`config.mk`:
```
export PLATFORM = sky130hd
export DESIGN_NAME = mest_pro_fetch_decode_flat
export DESIGN_NICKNAME = d
export VERILOG_FILES = /design/src/rtl/mest_pro_pkg.sv /design/src/rtl/mest_pro_fetch_decode_if.sv /design/src/rtl/mest_pro_ret_stack.sv /design/src/rtl/mest_pro_fetch_decode.sv /design/src/flat_wrapper.sv
export SDC_FILE = /design/constraint.sdc
export NUM_CORES = 1
export LEC_CHECK = 0
export CORE_ASPECT_RATIO = 0.6
export CORE_UTILIZATION = 38
export DETAILED_ROUTE_END_ITERATION = 10
export PLACE_DENSITY = 0.76
export SETUP_SLACK_MARGIN = 0.05
export SYNTH_ARGS = -nofsm -noshare
export SYNTH_HDL_FRONTEND = slang
export SYNTH_SLANG_ARGS = --single-unit
```
`constraint.sdc`:
```
create_clock -name clk -period 1.5 [get_ports clk]
set_clock_uncertainty 0.15 [all_clocks]
set_input_delay 0.15 -clock clk [delete_from_list [all_inputs] [get_ports clk]]
set_output_delay 0.15 -clock clk [all_outputs]
set_load 0.03 [all_outputs]
```
`src/rtl/mest_pro_pkg.sv`:
```
// mest_pro_pkg -- definitions shared by the fetch/decode sequencer, its
// bus interface and the optional return stack.
//   state_t      : sequencer states
//   *_LSB/FIELD_W: instruction-word field positions
//   PC_W/INSTR_W : program counter and instruction widths
//   STACK_DEPTH  : return stack entries (used only with MEST_PRO_CALL_STACK_EN)
package mest_pro_pkg;
  localparam int PC_W        = 8;
  localparam int INSTR_W     = 24;
  localparam int FIELD_W     = 8;
  localparam int OPC_LSB     = 16;
  localparam int OP1_LSB     = 8;
  localparam int OP2_LSB     = 0;
  localparam int STACK_DEPTH = 4;
  localparam int SP_W        = $clog2(STACK_DEPTH + 1);
  localparam int IDX_W       = $clog2(STACK_DEPTH);

  typedef enum logic [2:0] {
    S_IDLE, S_FETCH, S_WAIT_MEM, S_ISSUE, S_WAIT_EXEC, S_HALT
  } state_t;
endpackage

```
`src/rtl/mest_pro_fetch_decode_if.sv`:
```
// mest_pro_fetch_decode_if -- instruction-memory and execute-stage bus.
//   master : the fetch/decode sequencer (drives fetch strobe/address, issue
//            pulse and decoded fields; receives instruction word and flags)
//   slave  : memory / execute side
interface mest_pro_fetch_decode_if;
  import mest_pro_pkg::*;
  logic [PC_W-1:0]    o_imem_addr;
  logic               o_imem_rd;
  logic [INSTR_W-1:0] i_imem_data;
  logic               o_execute;
  logic [FIELD_W-1:0] o_op_code;
  logic [FIELD_W-1:0] o_operand1;
  logic [FIELD_W-1:0] o_operand2;
  logic               i_exec_done;
  logic               i_jump;
  logic               i_return_pc;
  logic               i_end_of_code;

  modport master (
    output o_imem_addr, o_imem_rd, o_execute, o_op_code, o_operand1, o_operand2,
    input  i_imem_data, i_exec_done, i_jump, i_return_pc, i_end_of_code
  );
  modport slave (
    input  o_imem_addr, o_imem_rd, o_execute, o_op_code, o_operand1, o_operand2,
    output i_imem_data, i_exec_done, i_jump, i_return_pc, i_end_of_code
  );
endinterface

```
`src/rtl/mest_pro_ret_stack.sv`:
```
// mest_pro_ret_stack -- STACK_DEPTH-entry LIFO of return addresses.
//   clk, i_reset : clock, synchronous active-high reset (clears entries + sp)
//   push, pop    : one operation per cycle; caller guards against full/empty
//   push_data    : address to push
//   full, empty  : occupancy flags
//   data         : top-of-stack entry (meaningless while empty)
module mest_pro_ret_stack
  import mest_pro_pkg::*;
(
  input  logic            clk,
  input  logic            i_reset,
  input  logic            push,
  input  logic            pop,
  input  logic [PC_W-1:0] push_data,
  output logic            full,
  output logic            empty,
  output logic [PC_W-1:0] data
);
  logic [STACK_DEPTH-1:0][PC_W-1:0] mem;
  logic [SP_W-1:0]                  sp;
  logic [IDX_W-1:0]                 top_idx;
  logic [IDX_W-1:0]                 wr_idx;

  assign full    = (sp == SP_W'(STACK_DEPTH));
  assign empty   = (sp == '0);
  assign top_idx = IDX_W'(sp - 1'b1);
  assign wr_idx  = IDX_W'(sp);
  assign data    = mem[top_idx];

  always_ff @(posedge clk) begin
    if (i_reset) begin
      mem <= '0;
      sp  <= '0;
    end else if (push && !full) begin
      mem[wr_idx] <= push_data;
      sp          <= sp + 1'b1;
    end else if (pop && !empty) begin
      sp <= sp - 1'b1;
    end
  end
endmodule

```
`src/rtl/mest_pro_fetch_decode.sv`:
```
// mest_pro_fetch_decode -- single-issue fetch/decode sequencer.
// Walks IDLE -> FETCH -> WAIT_MEM -> ISSUE -> WAIT_EXEC and picks the next PC
// from the execute-stage flags (end_of_code > jump > return > sequential).
// Ports:
//   clk, i_reset : clock, synchronous active-high reset
//   i_start      : one-cycle start pulse, honoured only in IDLE
//   bus          : memory/execute bus (master side)
//   o_pc         : current program counter
//   o_busy       : any state other than IDLE/HALT
//   o_halted     : in HALT (left only by reset)
//   o_stack_err  : sticky call-stack overflow/underflow
// Build option: define MEST_PRO_CALL_STACK_EN to add a 4-deep return stack;
// without it a return just advances the PC and o_stack_err is tied low.
module mest_pro_fetch_decode
  import mest_pro_pkg::*;
(
  input  logic                     clk,
  input  logic                     i_reset,
  input  logic                     i_start,
  mest_pro_fetch_decode_if.master  bus,
  output logic [PC_W-1:0]          o_pc,
  output logic                     o_busy,
  output logic                     o_halted,
  output logic                     o_stack_err
);
  state_t             state, state_nxt;
  logic [PC_W-1:0]    pc, pc_nxt, pc_inc;
  logic [INSTR_W-1:0] ir;
  logic [PC_W-1:0]    jmp_tgt;

  assign pc_inc  = pc + 8'd1;
  assign jmp_tgt = ir[OP2_LSB +: FIELD_W];

`ifdef MEST_PRO_CALL_STACK_EN
  logic            push, pop, stk_full, stk_empty, err, err_nxt;
  logic [PC_W-1:0] stk_data;

  mest_pro_ret_stack u_stack (
    .clk       (clk),
    .i_reset   (i_reset),
    .push      (push),
    .pop       (pop),
    .push_data (pc_inc),
    .full      (stk_full),
    .empty     (stk_empty),
    .data      (stk_data)
  );

  always_ff @(posedge clk) begin
    if (i_reset) err <= 1'b0;
    else         err <= err_nxt;
  end
  assign o_stack_err = err;
`else
  assign o_stack_err = 1'b0;
`endif

  always_ff @(posedge clk) begin
    if (i_reset) begin
      state <= S_IDLE;
      pc    <= '0;
      ir    <= '0;
    end else begin
      state <= state_nxt;
      pc    <= pc_nxt;
      if (state == S_WAIT_MEM) ir <= bus.i_imem_data;
    end
  end

  always_comb begin
    state_nxt = state;
    pc_nxt    = pc;
`ifdef MEST_PRO_CALL_STACK_EN
    push      = 1'b0;
    pop       = 1'b0;
    err_nxt   = err;
`endif
    unique case (state)
      S_IDLE:      if (i_start) state_nxt = S_FETCH;
      S_FETCH:     state_nxt = S_WAIT_MEM;
      S_WAIT_MEM:  state_nxt = S_ISSUE;
      S_ISSUE:     state_nxt = S_WAIT_EXEC;
      S_WAIT_EXEC: begin
        // flags are only meaningful in the done cycle
        if (bus.i_exec_done) begin
          state_nxt = S_FETCH;
          if (bus.i_end_of_code) begin
            state_nxt = S_HALT;
          end else if (bus.i_jump) begin
`ifdef MEST_PRO_CALL_STACK_EN
            if (stk_full) begin
              state_nxt = S_HALT;
              err_nxt   = 1'b1;
            end else begin
              push   = 1'b1;
              pc_nxt = jmp_tgt;
            end
`else
            pc_nxt = jmp_tgt;
`endif
          end else if (bus.i_return_pc) begin
`ifdef MEST_PRO_CALL_STACK_EN
            if (stk_empty) begin
              state_nxt = S_HALT;
              err_nxt   = 1'b1;
            end else begin
              pop    = 1'b1;
              pc_nxt = stk_data;
            end
`else
            pc_nxt = pc_inc;
`endif
          end else begin
            pc_nxt = pc_inc;
          end
        end
      end
      S_HALT:      state_nxt = S_HALT;
      default:     state_nxt = S_IDLE;
    endcase
  end

  // Outputs are gated by i_reset so they read 0 during the reset cycle
  // itself, not just after the reset edge.
  assign bus.o_imem_rd   = (state == S_FETCH) && !i_reset;
  assign bus.o_imem_addr = bus.o_imem_rd ? pc : '0;
  assign bus.o_execute   = (state == S_ISSUE) && !i_reset;
  assign bus.o_op_code   = i_reset ? '0 : ir[OPC_LSB +: FIELD_W];
  assign bus.o_operand1  = i_reset ? '0 : ir[OP1_LSB +: FIELD_W];
  assign bus.o_operand2  = i_reset ? '0 : ir[OP2_LSB +: FIELD_W];
  assign o_busy          = !i_reset && (state != S_IDLE) && (state != S_HALT);
  assign o_halted        = !i_reset && (state == S_HALT);
  assign o_pc            = pc;
endmodule

```
`src/flat_wrapper.sv`:
```
// flat-port wrapper written by rule: the top's interface ports become plain ports
module mest_pro_fetch_decode_flat import mest_pro_pkg::*;
  (clk, i_reset, i_start, o_pc, o_busy, o_halted, o_stack_err, bus_o_imem_addr, bus_o_imem_rd, bus_o_execute, bus_o_op_code, bus_o_operand1, bus_o_operand2, bus_i_imem_data, bus_i_exec_done, bus_i_jump, bus_i_return_pc, bus_i_end_of_code);
  mest_pro_fetch_decode_if bus_i ();
  input  logic clk;
  input  logic i_reset;
  input  logic i_start;
  output logic [PC_W-1:0] o_pc;
  output logic o_busy;
  output logic o_halted;
  output logic o_stack_err;
  output wire logic [$bits(bus_i.o_imem_addr)-1:0] bus_o_imem_addr;
  output wire logic [$bits(bus_i.o_imem_rd)-1:0] bus_o_imem_rd;
  output wire logic [$bits(bus_i.o_execute)-1:0] bus_o_execute;
  output wire logic [$bits(bus_i.o_op_code)-1:0] bus_o_op_code;
  output wire logic [$bits(bus_i.o_operand1)-1:0] bus_o_operand1;
  output wire logic [$bits(bus_i.o_operand2)-1:0] bus_o_operand2;
  input wire logic [$bits(bus_i.i_imem_data)-1:0] bus_i_imem_data;
  input wire logic [$bits(bus_i.i_exec_done)-1:0] bus_i_exec_done;
  input wire logic [$bits(bus_i.i_jump)-1:0] bus_i_jump;
  input wire logic [$bits(bus_i.i_return_pc)-1:0] bus_i_return_pc;
  input wire logic [$bits(bus_i.i_end_of_code)-1:0] bus_i_end_of_code;
  assign bus_o_imem_addr = bus_i.o_imem_addr;
  assign bus_o_imem_rd = bus_i.o_imem_rd;
  assign bus_o_execute = bus_i.o_execute;
  assign bus_o_op_code = bus_i.o_op_code;
  assign bus_o_operand1 = bus_i.o_operand1;
  assign bus_o_operand2 = bus_i.o_operand2;
  assign bus_i.i_imem_data = bus_i_imem_data;
  assign bus_i.i_exec_done = bus_i_exec_done;
  assign bus_i.i_jump = bus_i_jump;
  assign bus_i.i_return_pc = bus_i_return_pc;
  assign bus_i.i_end_of_code = bus_i_end_of_code;
  mest_pro_fetch_decode u_core (.clk(clk), .i_reset(i_reset), .i_start(i_start), .bus(bus_i), .o_pc(o_pc), .o_busy(o_busy), .o_halted(o_halted), .o_stack_err(o_stack_err));
endmodule
```
# ---- Word level (Yosys, flattened, before mapping)
# Index checks and enable logic that the tools add are counted.
dict set report op_classes {
  n_addsub 1
  eq_ne 8
  n_mux 9
  bitwise 1
  reduce_logical 10
}
# op n
set ops {}
lappend ops {{8-bit two-way mux} 5}
lappend ops {{3-bit case mux with 6 select lines} 1}
lappend ops {{3-bit two-way mux} 3}
lappend ops {{8-bit by 1-bit adder with 8-bit output, second input constant} 1}
lappend ops {{3-bit by 2-bit == test with 1-bit output, second input constant} 2}
lappend ops {{3-bit == test, second input constant} 2}
lappend ops {{1-bit logical AND} 5}
lappend ops {{2-bit inequality test, second input constant} 2}
lappend ops {{3-bit by 1-bit == test with 1-bit output, second input constant} 1}
lappend ops {{3-bit logical NOT} 1}
lappend ops {{3-bit inequality test, second input constant} 1}
lappend ops {{3-bit AND reduction} 1}
lappend ops {{3-bit nonzero test} 1}
lappend ops {{2-bit AND reduction} 1}
lappend ops {{1-bit logical NOT} 1}
lappend ops {{1-bit NOT} 1}
dict set report word_totals {
  reg_bits 35
  input_bits 31
}

# ---- Logic depth before layout (Yosys ltp)
# Gate-level depths: netlist of the first run.
dict set report depth {
  word_depth 3
  ltp_mapped 7
  ltp_nobuf 5
}

# ---- Worst setup path before layout of the first run
# Ideal clock, no wire load.
dict set report synth_path {
  kind {register -> output}
  startpoint {register u_core.state[0]}
  endpoint {output port bus_o_imem_addr[0]}
  arrival_time_ns 2.368
  t_required_ns 1.200
  slack_ns -1.168
  path_stages_with_launch 4
  cell_sequence {dfxtp_1 buf_2 nor4b_1 and2_1}
}
dict set report synth_via {
  elab_chain_len 3
}
# element line_no
set synth_rtl {}
lappend synth_rtl {{start, declared} mest_pro_fetch_decode.sv:26} ;# state_t state, state_nxt;
lappend synth_rtl {{start signal, assigned} mest_pro_fetch_decode.sv:64} ;# state <= state_nxt;
lappend synth_rtl {{3-bit by 1-bit == test with 1-bit output} mest_pro_fetch_decode.sv:125} ;# assign bus.o_imem_rd = (state == S_FETCH) && !i_reset;
lappend synth_rtl {{1-bit logical AND} mest_pro_fetch_decode.sv:125}
lappend synth_rtl {{via bus_o_imem_rd} flat_wrapper.sv:13} ;# output wire logic [$bits(bus_i.o_imem_rd)-1:0] bus_o_imem_rd;
lappend synth_rtl {{8-bit two-way mux} mest_pro_fetch_decode.sv:126} ;# assign bus.o_imem_addr = bus.o_imem_rd ? pc : '0;
lappend synth_rtl {{end, declared} flat_wrapper.sv:12} ;# output wire logic [$bits(bus_i.o_imem_addr)-1:0] bus_o_imem_addr;
# The timed path passes the listed nets, and every way through them passes these cells.

# ---- Final worst setup path of the first run
dict set report layout_path {
  startpoint {register u_core.state[2]}
  endpoint {output port bus_o_imem_addr[6]}
}
dict set report layout_via {
  elab_chain_len 3
}
# element line_no
set layout_rtl {}
lappend layout_rtl {{3-bit by 1-bit == test with 1-bit output} mest_pro_fetch_decode.sv:125}
lappend layout_rtl {{1-bit logical AND} mest_pro_fetch_decode.sv:125}
lappend layout_rtl {{8-bit two-way mux} mest_pro_fetch_decode.sv:126}
# Every way passes these cells.

==> results of run 1 <==
==> repair_timing <==
action | in CTS | in global routing
pin swaps | 18 | 40
cloned | 5 | 1
endpoints found under the setup margin | 39 | 45
gates resized for setup | 43 | 76
buffers inserted | 2 | 5
==> cell usage after synthesis, drive strengths merged, types with 2 or more instances <==
master and n:
nand2b 4, a31oi 2, or3 2, nor2 12
nand3 3, and2 8, buf 5, mux2i 2
nand4 2, o21ai 5, a21oi 32, nand2 59
nor2b 24, nor3 3, a211oi 2, dfxtp 35
o31ai 2, clkbuf 14
==> through the flow <==
step,power (uW),setup WS (ns)
2_1_floorplan,1400,-0.181
3_3_place_gp,1600,-0.181
3_5_place_dp,1610,-0.202
4_1_cts,2370,-0.317
5_1_grt,2620,-0.419
6_report,2500,-0.348
==> routing by layer <==
metal / vias up / routed length, um / GRT usage, %
met3: 5 / 407 / 7.54
met4: 0 / 36 / 6.35
met5: - / 0 / 0
li1: 970 / - / -
met2: 67 / 2800 / 36.4
met1: 931 / 2740 / 31.9
==> registers in the layout, summed over array words and instances (netlist names) <==
name          flops
u_core.state      3
u_core.ir        24
u_core.o_pc       8
==> worst max path at each step <==
stage                                      start                          end  slack [ns]  cells past startpoint
CTS                 u_core.state[2]$_SDFFE_PP0P_           bus_o_imem_addr[4]       -0.32                      5
floorplan           u_core.state[0]$_SDFFE_PP0P_           bus_o_imem_addr[0]       -0.18                      3
finish              u_core.state[2]$_SDFFE_PP0P_           bus_o_imem_addr[6]       -0.35                      5
global placement                 bus_i_exec_done  u_core.o_pc[0]$_SDFFE_PP0P_       -0.18                      5
detailed placement               bus_i_exec_done  u_core.o_pc[0]$_SDFFE_PP0P_       -0.20                      5
global route        u_core.state[2]$_SDFFE_PP0P_           bus_o_imem_addr[5]       -0.42                      5
==> area by class of cell <==
cell class | instances | area [um^2] | share of cell area, %
clock inverters | 1 | 5.00 | 0.159
multi-input cells | 181 | 1260 | 40.2
clock buffers | 6 | 82.6 | 2.62
repair buffers | 111 | 1000 | 31.9
well taps | 60 | 75.1 | 2.38
flip-flops and latches | 35 | 716 | 22.7
==> report_power, final <==
part | total [uW] | switching (uW) | internal [uW]
sequential | 1030 | 39.8 | 988
combinational | 785 | 414 | 371
clock | 690 | 330 | 360
==> worst max-delay path, delay by kind of cell, from the launching register on <==
kind,cells,cell delay [ns]
buffers and inverters,3,0.44
DFF,1,0.36
and+or+nand+nor,2,0.46
==> logic make-up (layout without fill, tap and decap cells) <==
group	after synthesis	count (layout)
simple gates	125	127
compound gates	48	48
fa+ha+maj	1	1
flops	35	35
xor+xnor	2	2
mux	2	2
buf+inv	19	118
other cells	1	1
==> flow_summary.json, run 1 <==
{
  "cpMostUsedCell": "buf_6",
  "drt_iter0_drc": 125,
  "fin_nets": 366,
  "period_share_pct": 123,
  "path_cells": "buf_6, nor4b_4, buf_4, and2_4, buf_6",
  "synth_top_family_by_area": "simple AND/OR/NAND/NOR gates",
  "crit_path_end_kind": "primary output",
  "rsz0062_at_grt": "yes",
  "arrival_ns": 1.55,
  "clkSinkCount": 35,
  "synthSimpleGateAreaFrac_pct": 35.7,
  "drv_slew": 0,
  "cpPeakStageDelay_ns": 0.36,
  "ys_warn_count": 0,
  "syn_avg_cell_area_um2": 7.44,
  "gr-total-overflow": 0,
  "num_vias": 1973,
  "yosys-top-cells-area": "dfxtp_1 40%, nand2_1 13%, a21oi_1 9.2%",
  "rows": 18,
  "synth-edff-count": 0,
  "critPathSlowestCell": "dfxtp_4",
  "rrSetupSlack_ns": -0.19,
  "r2r-end": "u_core.ir[22]$_SDFFE_PP0P_",
  "synth-xor-area-share_pct": 1.01,
  "reg2reg_from": "u_core.state[2]$_SDFFE_PP0P_",
  "placed_cell_area_um2": 2620,
  "critPathLaunchType": "register",
  "clock.fmax_mhz": 541,
  "cts_hold_buf": 0,
  "dr.pass1.iters": 4,
  "n_antenna_cell": 0,
  "worst_hold_path.endpoint": "u_core.state[0]$_SDFFE_PP0P_",
  "clk_latency_ns": 0.29,
  "area_growth_pct": 81.5,
  "power_density_nw_per_um2": 795,
  "synth-adder-area-share_pct": 0.722,
  "ant_nets": 0,
  "die_w_um": 89.2,
  "cts_buffers": 5,
  "core-area_um2": 4230,
  "finalSetupViolations": 44,
  "yosys.area.top_type": "dfxtp_1",
  "grt_pass1_vias": 1648,
  "track_usage_pct": 23.6,
  "synthArstFlopShare_pct": 0,
  "synthMuxAreaShare_pct": 1.15,
  "wl_mm": 5.98,
  "whs_ns": 0.0491,
  "final_cell_mix": "51 x buf_4, 36 x nand2_1, 29 x dfxtp_1",
  "synth_ff_type": "dfxtp_1",
  "worstHoldPathType": "input pin to register",
  "synthCells": 233,
  "worst-setup-path-type": "register to primary output",
  "timing.final.ws_setup_ns": -0.348,
  "synthesis.area_um2": 1730,
  "clk_pin_slew_ns": 0.07,
  "yosysUniqueCellTypes": 41,
  "whs_path_depth": 2,
  "ir_drop_uv": 527,
  "syn_nets": 265,
  "final_util_pct": 74.3,
  "cts_tree": "yes",
  "fin_area_um2": 3150,
  "synth_compound_area_share_pct": 15.7,
  "synth_top_area_share_pct": 40.4,
  "min_period_ns": 1.85,
  "status": "complete, but fails checks",
  "grt_pass1_wl_mm": 8.25,
  "io_pins": 76,
  "rr_worst_depth": 7,
  "root_buffer": "clkbuf_8",
  "initial_core_util_pct": 41.0,
  "hold_viol_final": 0,
  "p_leak_uw": 0.00135,
  "drv_cap": 0,
  "antenna_found_initial": 0,
  "die_h_um": 54.3,
  "die_area_um2": 4850,
  "via_per_inst": 5.01,
  "place.gp.congestion": 0.814,
  "grt_max_degree": 29,
  "layoutNonFillerInstCount": 394,
  "io_buffers": 73,
  "post-place-cells": 374,
  "mostFrequentLayoutCell": "buf_4",
  "violations": "setup timing",
  "drive_above_1_share_pct": 47.3,
  "wl_per_cell_um": 15.2,
  "worstHoldStart": "i_reset",
  "ys_ff_latch": 35,
  "critPathRequiredTime_ns": 1.20,
  "fillers": 338,
  "ys_seq_area_share_pct": 40.4,
  "setup_tns_ns": -8.96,
  "htreeDepth": 2,
  "cts_buffer_depth": 2,
  "dp_hpwl_mm": 3.50,
  "crit_fanout": 4,
  "drcViolationCount": 0
}
No activity file was read; power rests on OpenSTA's default activity.
==> run 2: changes to the inputs <==
--- a/config.mk
+++ b/config.mk
@@ -8,6 +8,7 @@
 export CORE_ASPECT_RATIO = 0.6
 export CORE_UTILIZATION = 38
 export DETAILED_ROUTE_END_ITERATION = 10
+export MAX_ROUTING_LAYER = met4
 export PLACE_DENSITY = 0.76
 export SETUP_SLACK_MARGIN = 0.05
 export SYNTH_ARGS = -nofsm -noshare
==> run 2 against run 1 <==
The run still ends with setup timing left. Cell area unchanged. First-iteration DRC count is 34% lower. Non-clock buffer count unchanged. Critical path type unchanged. Critical endpoint is now bus_o_imem_addr[2]. Largest power group unchanged. Highest routed layer unchanged.
==> flow_summary.json, run 2 (same netlist as run 1, synthesis figures left out) <==
{
  "crit_fanout": 4,
  "ant_nets": 0,
  "status": "complete, but fails checks",
  "finalSetupViolations": 44,
  "arrival_ns": 1.55,
  "wl_mm": 5.96,
  "area_growth_pct": 81.5,
  "dr.pass1.iters": 4,
  "mostFrequentLayoutCell": "buf_4",
  "drv_slew": 0,
  "cts_buffers": 5,
  "power_density_nw_per_um2": 795,
  "worstSetupStartpoint": "u_core.state[2]$_SDFFE_PP0P_",
  "via_per_inst": 5.05,
  "grt_pass1_wl_mm": 8.26,
  "track_usage_pct": 24.3,
  "die_area_um2": 4850,
  "p_switching_uw": 785,
  "setup_tns_ns": -8.91,
  "r2r-end": "u_core.ir[22]$_SDFFE_PP0P_",
  "p_seq_share_pct": 41.0,
  "die_h_um": 54.3,
  "rows": 18,
  "place.gp.congestion": 0.826,
  "root_buffer": "clkbuf_8",
  "hold_viol_final": 0,
  "n_antenna_cell": 0,
  "num_vias": 1990,
  "fin_nets": 366,
  "rrSetupSlack_ns": -0.19,
  "rsz0062_at_grt": "yes",
  "reg2reg_from": "u_core.state[2]$_SDFFE_PP0P_",
  "core-area_um2": 4230,
  "critPathSlowestCell": "dfxtp_4",
  "total_power_uw": 2500,
  "dp_hpwl_mm": 3.50,
  "drv_cap": 0,
  "antenna_found_initial": 0,
  "io_buffers": 73,
  "cts_hold_buf": 0,
  "swShare_pct": 31.4,
  "clock.fmax_mhz": 540,
  "timing.final.ws_setup_ns": -0.352,
  "drcViolationCount": 0,
  "clk_latency_ns": 0.29,
  "cts_tree": "yes",
  "worst-setup-path-type": "register to primary output",
  "initial_core_util_pct": 41.0,
  "grt_pass1_vias": 1642,
  "combPwrFrac_pct": 31.3,
  "worstHoldPathType": "input pin to register",
  "clkSinkCount": 35,
  "violations": "setup timing",
  "largest_register_ff_count": 24,
  "io_pins": 76,
  "gr-total-overflow": 0,
  "crit_path_end_kind": "primary output",
  "crit_path_end": "bus_o_imem_addr[2]",
  "p_int_uw": 1720,
  "htreeDepth": 2,
  "drive_above_1_share_pct": 47.3,
  "critPathLaunchType": "register",
  "cpMostUsedCell": "buf_6",
  "p_leak_uw": 0.00135,
  "final_cell_mix": "51 x buf_4, 36 x nand2_1, 29 x dfxtp_1",
  "clk_pin_slew_ns": 0.07,
  "wl_per_cell_um": 15.1,
  "clkPwrFrac_pct": 27.7,
  "die_w_um": 89.2,
  "cts_buffer_depth": 2,
  "min_period_ns": 1.85,
  "drt_iter0_drc": 83,
  "cpPeakStageDelay_ns": 0.36,
  "grt_max_degree": 29,
  "ir_drop_uv": 525,
  "regMostFlops": "u_core.ir",
  "critPathRequiredTime_ns": 1.20,
  "rr_worst_depth": 7,
  "path_cells": "buf_6, nor4b_4, buf_4, and2_4, buf_6",
  "period_share_pct": 123
}
run 2: cell counts in the layout (fill, tap and decap cells not counted):
No cell type changed its count.
run 2: per-stage QoR:
stage                     worst slack (ns)  std cells  hold WS [ns]  util (%)  cell area [um^2]
final                               -0.352        394        0.0473      74.3              3150
after global routing                -0.419        394        0.0373      74.3              3150
after CTS                           -0.317        388        0.0258      67.2              2850
after detailed placement            -0.202        374         0.292      61.8              2620
after global placement              -0.181        374         0.287      61.8              2620
after floorplan                     -0.181        233         0.136         -              1830
run 2: worst max-delay path, delay by kind of cell (launching register included):
| family | cells | cell delay [ns] |
|---|---|---|
| flops | 1 | 0.36 |
| buf+inv | 3 | 0.44 |
| simple gates | 2 | 0.47 |
run 2: what timing repair did:
item | 4_1_cts | 5_1_grt
cloned | 5 | 1
endpoints found under the setup margin | 39 | 45
resized for setup | 43 | 76
setup buffers | 2 | 5
pin swaps | 18 | 40
run 2: worst min-delay path by stage:
stage,start,end,slack [ns],cells past startpoint
after detailed placement,u_core.ir[19]$_SDFFE_PP0P_,u_core.ir[19]$_SDFFE_PP0P_,0.29,2
after CTS,i_reset,u_core.state[0]$_SDFFE_PP0P_,0.03,2
after floorplan,bus_i_imem_data[10],u_core.ir[10]$_SDFFE_PP0P_,0.14,2
after global placement,u_core.ir[20]$_SDFFE_PP0P_,u_core.ir[20]$_SDFFE_PP0P_,0.29,2
final,i_reset,u_core.o_pc[7]$_SDFFE_PP0P_,0.05,2
after global routing,i_reset,u_core.o_pc[7]$_SDFFE_PP0P_,0.04,2
run 2: final cells by class:
class,count,area (um^2)
tap,60,75.1
multi-input combinational,181,1260
sequential,35,716
clock inverter,1,5.00
fill,338,1090
clock buffer,6,82.6
timing repair buffer,111,1000
run 2: routing by layer:
metal  track usage (%)  vias up  wire length (um)
li1                  -      971                 -
met1              32.6      939              2760
met2              36.1       73              2720
met3              6.94        7               438
met4              6.35        0                44
met5                 -        -                 0
run 2: power groups by stage:
stage / Sequential [uW] / Clock, uW / Combinational, uW
finish: 1030 / 693 / 783
global route: 1030 / 749 / 839
CTS: 1020 / 703 / 638
detailed placement: 1050 / 0 / 563
global placement: 1040 / 0 / 554
floorplan: 1030 / 0 / 371
